$ cat src/rtl/rv_decode_pkg.sv
// Shared decode definitions: opcodes, function codes and the decoded-entry record.
package rv_decode_pkg;

    // Width of the pc field inside dec_t; the stage casts its own PC_W to and from this.
    localparam int PC_MAX_W = 64;

    localparam logic [6:0] OPC_LUI    = 7'b0110111;
    localparam logic [6:0] OPC_AUIPC  = 7'b0010111;
    localparam logic [6:0] OPC_OP_IMM = 7'b0010011;
    localparam logic [6:0] OPC_OP     = 7'b0110011;
    localparam logic [6:0] OPC_JAL    = 7'b1101111;
    localparam logic [6:0] OPC_JALR   = 7'b1100111;
    localparam logic [6:0] OPC_BRANCH = 7'b1100011;
    localparam logic [6:0] OPC_LOAD   = 7'b0000011;
    localparam logic [6:0] OPC_STORE  = 7'b0100011;

    localparam logic [6:0] F7_BASE   = 7'b0000000;
    localparam logic [6:0] F7_ALT    = 7'b0100000;
    localparam logic [6:0] F7_MULDIV = 7'b0000001;

    localparam logic [5:0] FUNC_LUI   = 6'd0,  FUNC_AUIPC = 6'd1;
    localparam logic [5:0] FUNC_ADDI  = 6'd2,  FUNC_SLTI  = 6'd3,  FUNC_SLTIU = 6'd4;
    localparam logic [5:0] FUNC_XORI  = 6'd5,  FUNC_ORI   = 6'd6,  FUNC_ANDI  = 6'd7;
    localparam logic [5:0] FUNC_SLLI  = 6'd8,  FUNC_SRLI  = 6'd9,  FUNC_SRAI  = 6'd10;
    localparam logic [5:0] FUNC_ADD   = 6'd11, FUNC_SUB   = 6'd12, FUNC_SLL   = 6'd13;
    localparam logic [5:0] FUNC_SLT   = 6'd14, FUNC_SLTU  = 6'd15, FUNC_XOR   = 6'd16;
    localparam logic [5:0] FUNC_SRL   = 6'd17, FUNC_SRA   = 6'd18, FUNC_OR    = 6'd19;
    localparam logic [5:0] FUNC_AND   = 6'd20, FUNC_JAL   = 6'd21, FUNC_JALR  = 6'd22;
    localparam logic [5:0] FUNC_BEQ   = 6'd23, FUNC_BNE   = 6'd24, FUNC_BLT   = 6'd25;
    localparam logic [5:0] FUNC_BGE   = 6'd26, FUNC_BLTU  = 6'd27, FUNC_BGEU  = 6'd28;
    localparam logic [5:0] FUNC_LB    = 6'd29, FUNC_LH    = 6'd30, FUNC_LW    = 6'd31;
    localparam logic [5:0] FUNC_LBU   = 6'd32, FUNC_LHU   = 6'd33;
    localparam logic [5:0] FUNC_SB    = 6'd34, FUNC_SH    = 6'd35, FUNC_SW    = 6'd36;
    localparam logic [5:0] FUNC_MUL   = 6'd37, FUNC_MULH  = 6'd38, FUNC_MULHSU = 6'd39;
    localparam logic [5:0] FUNC_MULHU = 6'd40, FUNC_DIV   = 6'd41, FUNC_DIVU  = 6'd42;
    localparam logic [5:0] FUNC_REM   = 6'd43, FUNC_REMU  = 6'd44;
    localparam logic [5:0] FUNC_ILLEGAL = 6'd63;

    typedef struct packed {
        logic [5:0]          func;
        logic [4:0]          rd;
        logic [4:0]          rs1;
        logic [4:0]          rs2;
        logic [31:0]         imm;
        logic                rd_en;
        logic                ld_en;
        logic                st_en;
        logic                illegal;
        logic [PC_MAX_W-1:0] pc;
    } dec_t;

endpackage

$ cat src/rtl/rv_decode_comb.sv
// Combinational RV32I(+M) decoder: instruction word to dec_t (pc left at zero).
module rv_decode_comb
    import rv_decode_pkg::*;
#(
    parameter int M_EXT = 0
) (
    input  logic [31:0] iword,
    output dec_t        dec
);

    logic [6:0]  opcode;
    logic [2:0]  funct3;
    logic [6:0]  funct7;
    logic [4:0]  rd;
    logic [31:0] imm_i, imm_s, imm_b, imm_u, imm_j, imm_sh;
    logic [5:0]  func;
    logic [31:0] imm;
    logic        legal, writes_rd, is_load, is_store;

    assign opcode = iword[6:0];
    assign funct3 = iword[14:12];
    assign funct7 = iword[31:25];
    assign rd     = iword[11:7];
    assign imm_i  = {{20{iword[31]}}, iword[31:20]};
    assign imm_s  = {{20{iword[31]}}, iword[31:25], iword[11:7]};
    assign imm_b  = {{19{iword[31]}}, iword[31], iword[7], iword[30:25], iword[11:8], 1'b0};
    assign imm_u  = {iword[31:12], 12'h000};
    assign imm_j  = {{11{iword[31]}}, iword[31], iword[19:12], iword[20], iword[30:21], 1'b0};
    assign imm_sh = {27'b0, iword[24:20]};

    // Classify the encoding into a function code, immediate format and class flags
    always_comb begin
        func      = FUNC_ILLEGAL;
        imm       = '0;
        legal     = 1'b0;
        writes_rd = 1'b0;
        is_load   = 1'b0;
        is_store  = 1'b0;
        case (opcode)
            OPC_LUI:   begin func = FUNC_LUI;   imm = imm_u; legal = 1'b1; writes_rd = 1'b1; end
            OPC_AUIPC: begin func = FUNC_AUIPC; imm = imm_u; legal = 1'b1; writes_rd = 1'b1; end
            OPC_JAL:   begin func = FUNC_JAL;   imm = imm_j; legal = 1'b1; writes_rd = 1'b1; end
            OPC_JALR: begin
                func      = FUNC_JALR;
                imm       = imm_i;
                writes_rd = 1'b1;
                legal     = (funct3 == 3'b000);
            end
            OPC_OP_IMM: begin
                legal     = 1'b1;
                writes_rd = 1'b1;
                imm       = imm_i;
                case (funct3)
                    3'b000: func = FUNC_ADDI;
                    3'b010: func = FUNC_SLTI;
                    3'b011: func = FUNC_SLTIU;
                    3'b100: func = FUNC_XORI;
                    3'b110: func = FUNC_ORI;
                    3'b111: func = FUNC_ANDI;
                    3'b001: begin
                        func  = FUNC_SLLI;
                        imm   = imm_sh;
                        legal = (funct7 == F7_BASE);
                    end
                    default: begin
                        imm = imm_sh;
                        if (funct7 == F7_BASE)     func = FUNC_SRLI;
                        else if (funct7 == F7_ALT) func = FUNC_SRAI;
                        else                       legal = 1'b0;
                    end
                endcase
            end
            OPC_OP: begin
                legal     = 1'b1;
                writes_rd = 1'b1;
                if (funct7 == F7_BASE) begin
                    case (funct3)
                        3'b000:  func = FUNC_ADD;
                        3'b001:  func = FUNC_SLL;
                        3'b010:  func = FUNC_SLT;
                        3'b011:  func = FUNC_SLTU;
                        3'b100:  func = FUNC_XOR;
                        3'b101:  func = FUNC_SRL;
                        3'b110:  func = FUNC_OR;
                        default: func = FUNC_AND;
                    endcase
                end else if (funct7 == F7_ALT) begin
                    case (funct3)
                        3'b000:  func = FUNC_SUB;
                        3'b101:  func = FUNC_SRA;
                        default: legal = 1'b0;
                    endcase
                end else if (M_EXT != 0 && funct7 == F7_MULDIV) begin
                    func = FUNC_MUL + {3'b000, funct3};
                end else begin
                    legal = 1'b0;
                end
            end
            OPC_BRANCH: begin
                legal = 1'b1;
                imm   = imm_b;
                case (funct3)
                    3'b000:  func = FUNC_BEQ;
                    3'b001:  func = FUNC_BNE;
                    3'b100:  func = FUNC_BLT;
                    3'b101:  func = FUNC_BGE;
                    3'b110:  func = FUNC_BLTU;
                    3'b111:  func = FUNC_BGEU;
                    default: legal = 1'b0;
                endcase
            end
            OPC_LOAD: begin
                legal     = 1'b1;
                writes_rd = 1'b1;
                is_load   = 1'b1;
                imm       = imm_i;
                case (funct3)
                    3'b000:  func = FUNC_LB;
                    3'b001:  func = FUNC_LH;
                    3'b010:  func = FUNC_LW;
                    3'b100:  func = FUNC_LBU;
                    3'b101:  func = FUNC_LHU;
                    default: legal = 1'b0;
                endcase
            end
            OPC_STORE: begin
                legal    = 1'b1;
                is_store = 1'b1;
                imm      = imm_s;
                case (funct3)
                    3'b000:  func = FUNC_SB;
                    3'b001:  func = FUNC_SH;
                    3'b010:  func = FUNC_SW;
                    default: legal = 1'b0;
                endcase
            end
            default: legal = 1'b0;
        endcase
    end

    // Assemble the record; an illegal encoding has no immediate and no side effects
    always_comb begin
        dec         = '0;
        dec.func    = legal ? func : FUNC_ILLEGAL;
        dec.rd      = rd;
        dec.rs1     = iword[19:15];
        dec.rs2     = iword[24:20];
        dec.imm     = legal ? imm : 32'h0;
        dec.rd_en   = legal && writes_rd && (rd != 5'd0);
        dec.ld_en   = legal && is_load;
        dec.st_en   = legal && is_store;
        dec.illegal = !legal;
    end

endmodule

$ cat src/rtl/decode_stage.sv
// Registered decode stage: decoder feeding a main output register plus one skid register.
module decode_stage
    import rv_decode_pkg::*;
#(
    parameter int PC_W   = 32,
    parameter int M_EXT  = 0,
    parameter int FUNC_W = 6
) (
    input  logic              clk,
    input  logic              rst_n,
    input  logic              flush,
    input  logic              in_valid,
    output logic              in_ready,
    input  logic [31:0]       in_iword,
    input  logic [PC_W-1:0]   in_pc,
    output logic              out_valid,
    input  logic              out_ready,
    output logic [FUNC_W-1:0] out_func,
    output logic [4:0]        out_rd,
    output logic [4:0]        out_rs1,
    output logic [4:0]        out_rs2,
    output logic [31:0]       out_imm,
    output logic              out_rd_en,
    output logic              out_ld_en,
    output logic              out_st_en,
    output logic              out_illegal,
    output logic [PC_W-1:0]   out_pc
);

    dec_t decoded, entry, main_q, skid_q;
    logic main_valid, skid_valid, in_fire, out_fire;

    rv_decode_comb #(.M_EXT(M_EXT)) u_decode (
        .iword (in_iword),
        .dec   (decoded)
    );

    // Attach the fetch PC to the decoded record
    always_comb begin
        entry    = decoded;
        entry.pc = PC_MAX_W'(in_pc);
    end

    // Ready depends only on the skid flop, so out_ready never reaches in_ready combinationally
    assign in_ready = !skid_valid;
    assign in_fire  = in_valid && in_ready;
    assign out_fire = main_valid && out_ready;

    // Main register: refill from skid first to keep order, else from the decoder
    always_ff @(posedge clk or negedge rst_n) begin
        if (!rst_n) begin
            main_valid <= 1'b0;
            main_q     <= '0;
        end else if (flush) begin
            main_valid <= 1'b0;
        end else if (out_fire || !main_valid) begin
            if (skid_valid) begin
                main_q     <= skid_q;
                main_valid <= 1'b1;
            end else if (in_fire) begin
                main_q     <= entry;
                main_valid <= 1'b1;
            end else begin
                main_valid <= 1'b0;
            end
        end
    end

    // Skid register: catches the word accepted while main is full and stalled
    always_ff @(posedge clk or negedge rst_n) begin
        if (!rst_n) begin
            skid_valid <= 1'b0;
            skid_q     <= '0;
        end else if (flush) begin
            skid_valid <= 1'b0;
        end else if (skid_valid) begin
            if (out_fire) skid_valid <= 1'b0;
        end else if (in_fire && main_valid && !out_fire) begin
            skid_q     <= entry;
            skid_valid <= 1'b1;
        end
    end

    assign out_valid   = main_valid;
    assign out_func    = FUNC_W'(main_q.func);
    assign out_rd      = main_q.rd;
    assign out_rs1     = main_q.rs1;
    assign out_rs2     = main_q.rs2;
    assign out_imm     = main_q.imm;
    assign out_rd_en   = main_q.rd_en;
    assign out_ld_en   = main_q.ld_en;
    assign out_st_en   = main_q.st_en;
    assign out_illegal = main_q.illegal;
    assign out_pc      = PC_W'(main_q.pc);

endmodule

$ cat config.mk
export PLATFORM = sky130hd
export DESIGN_NAME = decode_stage
export DESIGN_NICKNAME = d
export VERILOG_FILES = /design/src/rtl/rv_decode_pkg.sv /design/src/rtl/rv_decode_comb.sv /design/src/rtl/decode_stage.sv
export SDC_FILE = /design/constraint.sdc
export NUM_CORES = 1
export LEC_CHECK = 0
export CAP_MARGIN = 15
export CORE_MARGIN = 3
export CORE_UTILIZATION = 25
export DETAILED_ROUTE_END_ITERATION = 6
export SYNTH_ARGS = -nofsm -noshare
export SYNTH_HDL_FRONTEND = slang
export SYNTH_HIERARCHICAL = 1
export SYNTH_SLANG_ARGS = --single-unit
$ cat constraint.sdc
create_clock -name clk -period 3.8 [get_ports clk]
set_input_delay 0.76 -clock clk [delete_from_list [all_inputs] [get_ports clk]]
set_output_delay 0.76 -clock clk [all_outputs]
set_load 0.02 [all_outputs]
### After elaboration in Yosys (flattened, before gate mapping)

Cells that the tools add are included.

| word-level totals | value |
|---|---|
| bits in registers | 180 |
| bits in latches | 0 |
| bits in writable memories | 0 |
| ROM bits | 0 |
| input port bits | 69 |
| output and inout bits | 91 |
| word-level logic and storage cells | 108 |
| memories kept | 0 |

| operators by class | value |
|---|---|
| add/subtract/negate cells | 0 |
| multipliers | 0 |
| div/mod/pow operators | 0 |
| order comparisons | 0 |
| eq/ne operators | 17 |
| shifts and indexed selects | 0 |
| muxes and demuxes | 38 |
| bitwise logic cells | 2 |
| reduce and logical (&&, ||, !) cells | 29 |

Operators by type and width:

| kind | number |
|---|---|
| 121-bit two-way mux | 2 |
| 32-bit one-hot mux with 6 select lines | 1 |
| 32-bit two-way mux | 2 |
| 6-bit one-hot mux with 9 select lines | 1 |
| 6-bit one-hot mux with 7 select lines | 1 |
| 6-bit one-hot mux with 6 select lines | 1 |
| 5-bit one-hot mux with 7 select lines | 1 |
| 6-bit two-way mux | 5 |
| 6-bit one-hot mux with 5 select lines | 1 |
| 7-bit by 6-bit == test with 1-bit output, second input constant | 4 |
| 7-bit == test, second input constant | 3 |
| 1-bit two-way mux | 19 |
| 5-bit one-hot mux with 3 select lines | 1 |
| 7-bit by 5-bit == test with 1-bit output, second input constant | 2 |
| 3-bit == test, second input constant | 4 |
| 6-bit one-hot mux with 2 select lines | 1 |
| 6-bit OR reduction | 2 |
| 1-bit logical AND | 8 |
| 7-bit by 2-bit == test with 1-bit output, second input constant | 1 |
| 7-bit zero test | 1 |
| 1-bit one-hot mux with 7 select lines | 1 |
| 7-bit OR reduction | 1 |
| 3-bit by 2-bit == test with 1-bit output, second input constant | 2 |
| 3-bit AND reduction | 2 |
| other kinds (11) | 19 |

### Logic depth before layout (Yosys ltp)

| logic depth | value |
|---|---|
| word-level depth | 10 |
| depth in mapped cells | 10 |
| depth with buffers taken out | 7 |

### Cells and area by module

The synthesis kept the hierarchy.

Modules (own cells, without submodules):

| module | instances | cells an instance | area each (um2) | seq. area each (um2) |
|---|---|---|---|---|
| decode_stage | 1 | 485 | 7,767.4 | 4,504.3 |
| rv_decode_comb | 1 | 297 | 1,871.8 | 0.0 |

### Least setup slack after synthesis

Ideal clock, no wire load.

| timing | value |
|---|---|
| path type | in2reg |
| start | input port in_iword[14] |
| end | register main_q (netlist bit out_func[0]) |
| library setup time | 125 ps |
| arrival | 2,625 ps |
| data required time | 3,675 ps |
| setup slack | 1,051 ps |
| cell stages on the path | 9 |
| path buffers | 2 |
| cell sequence | buf_2 -> buf_2 -> or4b_1 -> o21ai_0 -> a21oi_1 -> a2111oi_0 -> nand3b_1 -> mux2_2 -> mux2_2 |

RTL lines:

| what | RTL line | source |
|---|---|---|
| from (decl) | decode_stage.sv:14 | `input logic [31:0] in_iword,` |
| to (signal assigned) | decode_stage.sv:58 | `main_q <= skid_q;` |
| to (signal assigned) | decode_stage.sv:61 | `main_q <= entry;` |
| to (decl) | decode_stage.sv:30 | `dec_t decoded, entry, main_q, skid_q;` |

==> impl_summary.log <==
[metrics] Cell Chain, Critical Path: clkdlybuf4s50_1 > o21ai_0 > o211ai_1 > a41oi_1 > a211oi_4 > or4_1 > mux2_2 > mux2_2
[metrics] Post-CTS Hold Fix Bufs: 0
[metrics] violation count after the first detailed-routing iteration: roughly 320
[metrics] Die Outline Area: 0.0390 sq mm
[metrics] length of the first detailed-routing pass in iterations: 4
[metrics] Area growth, synth to finish: 29.8%
[metrics] M1 GR Usage: 16.9%
[metrics] cell repeated most along the worst path: sky130_fd_sc_hd__mux2_2
[metrics] worst slack on hold paths: ~0.36 ns
[metrics] post-synthesis instance total: between 700 and 800
[metrics] CTS tree: done
[metrics] Arr. time, crit path: 3.61 ns
[metrics] Die Span Y: 197 um
[metrics] static leakage: slightly below 5 nW
[metrics] drt total wl: 25500 um
[metrics] critical path's slowest cell: sky130_fd_sc_hd__clkdlybuf4s50_1
[metrics] H-tree lvl count: 4
[metrics] CP Launch Type: input port
[metrics] path type of the worst setup path: input port to flop
[metrics] setup violation total in the final timing report: 0
[metrics] Crit Path Max Fanout: 11
[metrics] initial standard-cell utilization of the core: between 20 and 30%
[metrics] via count of the first global-routing pass: 6692
[metrics] transition at the pin with the smallest max-transition slack: 1.05 ns
[metrics] last weighted congestion value of the routability-driven placer: 0.820
[metrics] Final #Nets: 942
[metrics] Final Cycle Share: just under 90%
[metrics] clock insertion delay at the later pin of the skew report: approximately 0.43 ns
[metrics] routed length per placed instance: 18.9 um
[metrics] net count after synthesis: 786
[metrics] post-cts sizing count: 0
[metrics] Worst Setup End Kind: flop
[metrics] maximum number of pins on one net before global-route repair: 90
[metrics] relative slew slack: 30.2%
[metrics] total grt overflow: 0
[metrics] final count of pins violating max slew: 0
[metrics] clk_skew: 0.0119 ns
[metrics] critical path data required time: 4.12 ns
[metrics] hold violation total from the final report: 0
[metrics] Hold WC Path Type: input port to asynchronous set/reset pin
[metrics] Setup WS post-layout: between 0.5 and 0.6 ns
[metrics] DRC Markers: 0
[metrics] highest-utilization routing layer at the global route stage: met2
[metrics] setup tns final: 0 ns
[metrics] Die X: 197 um
[metrics] core area: 0.0358 sq mm
[metrics] Register-to-Register Setup Slack: about 1.2 ns
[metrics] clock slew at the register clock pins of the worst setup and hold paths: around 0.070 ns
[metrics] largest stage delay on the critical path: ~0.65 ns
[metrics] Post-Synthesis Cell Area: 0.00916 sq mm
[metrics] first-pass GRT wire length: 39800 um
[metrics] initial antenna violation count: 2
[metrics] count of input and output buffers: around 160
[metrics] maximum clock frequency: 304 MHz
[metrics] CTS Buf Count: 17
[metrics] clock period minus final worst setup slack: 3.29 ns
[metrics] number of warnings issued by yosys: 6
[metrics] number of filler cells placed in the layout: 3546
[metrics] number of rows created at floorplan: 69
[metrics] Root Buffer: sky130_fd_sc_hd__clkbuf_16
[metrics] proportion of layout cells with a drive suffix above 1: 38.5%
[metrics] routed via count: 6257
[metrics] count of maximum capacitance violations: 0
[metrics] gr usage total: a little over an eighth
[metrics] unrepaired setup endpoints after global routing: no
[metrics] cell depth of the worst flop-to-flop path: 5
[metrics] power density over the cells: 429 mW/mm^2
[metrics] Antenna Nets Post-Route: 0
[metrics] met3 Use GR: ~3.3%
[metrics] largest vdd supply drop: 200 uV
[metrics] met2 Track Usage GR: 22.1%
[metrics] routed vias/inst: between 4 and 5
[metrics] syn_area_per_cell: 12.8 sq um
[metrics] clock sink count: 180
[metrics] maximum clock path buffer count: 2
[metrics] Detail Placement HPWL: 17700 um
[metrics] I/O pin total: 160
[metrics] outcome: finished, final reports clean
[metrics] setup fix buffers added after clock tree synthesis: 0
[metrics] worst setup slack before clock tree synthesis: roughly 0.043 ns
==> power by group <==
group | internal [mW] | switching (mW) | leakage, nW | total [mW]
clock | 0.867 | 0.803 | 0.255 | 1.67
combinational | 0.592 | 0.501 | 2.38 | 1.09
sequential | 2.19 | 0.137 | 2.27 | 2.33
==> registers in the layout, indices dropped and copies added (netlist names), 5 cells and up <==
name / count
out_func: 6
out_imm: 32
out_pc: 32
out_rd: 5
out_rs1: 5
out_rs2: 5
skid_q: 89
==> area by class of cell <==
class	count	area, sq um	area share, %
Multi-Input combinational cell	466	4270	35.9
Clock buffer	20	447	3.76
Clock inverter	12	98.8	0.832
Tap cell	461	577	4.86
Sequential cell	180	4510	38.0
Inverter	7	26.3	0.221
Antenna cell	2	5.00	0.0421
Timing Repair Buffer	201	1950	16.4
==> path summary, 6_finish.rpt <==
path / startpoint / endpoint
setup / recovery: in_iword[12] / out_func[1]
max in group asynchronous: rst_n / skid_q[66]
hold reg to reg: skid_q[117] / skid_q[117]
hold / removal: rst_n / out_valid
min in group clk: skid_q[117] / skid_q[117]
setup reg to reg: skid_valid / skid_q[9]
==> placed cells by master, fill, tap and decap left out, types with 5 or more instances in the layout <==
cell type                         instances
sky130_fd_sc_hd__a21oi_1                 30
sky130_fd_sc_hd__a22oi_1                  6
sky130_fd_sc_hd__buf_4                   39
sky130_fd_sc_hd__clkbuf_16               17
sky130_fd_sc_hd__clkdlybuf4s50_1        158
sky130_fd_sc_hd__dfrtp_1                179
sky130_fd_sc_hd__inv_1                    5
sky130_fd_sc_hd__mux2_1                  10
sky130_fd_sc_hd__mux2_2                 247
sky130_fd_sc_hd__mux2_4                  10
sky130_fd_sc_hd__nand2_1                 31
sky130_fd_sc_hd__nand2b_1                 7
sky130_fd_sc_hd__nand3_1                  6
sky130_fd_sc_hd__nor2_1                  22
sky130_fd_sc_hd__nor3_1                   7
sky130_fd_sc_hd__nor3b_1                  7
sky130_fd_sc_hd__o21ai_0                 19
==> per-stage QoR <==
stage / instances / instance area, sq um / utilization (%) / power, mW
floorplan: 717 / 9160 / - / 2.94
global placement: 1315 / 11300 / 31.6 / 3.46
detailed placement: 1315 / 11300 / 31.6 / 3.48
CTS: 1347 / 11900 / 33.1 / 5.19
global route: 1349 / 11900 / 33.2 / 5.35
finish: 1349 / 11900 / 33.2 / 5.09
==> critical path: cells and delay by family <==
family | cells | cell delay, ns
and+or+nand+nor | 1 | 0.60
muxes | 2 | 0.55
buffers and inverters | 1 | 0.65
AOI/OAI and AO/OA | 4 | 1.05
==> routing by layer <==
| metal | routed length, um | up-vias |
|---|---|---|
| met5 | 0 | - |
| met2 | 12500 | 128 |
| met4 | 406 | 0 |
| met1 | 11000 | 3214 |
| li1 | - | 2891 |
| met3 | 1520 | 24 |
Note: power is estimated with default switching activity, not from simulation.
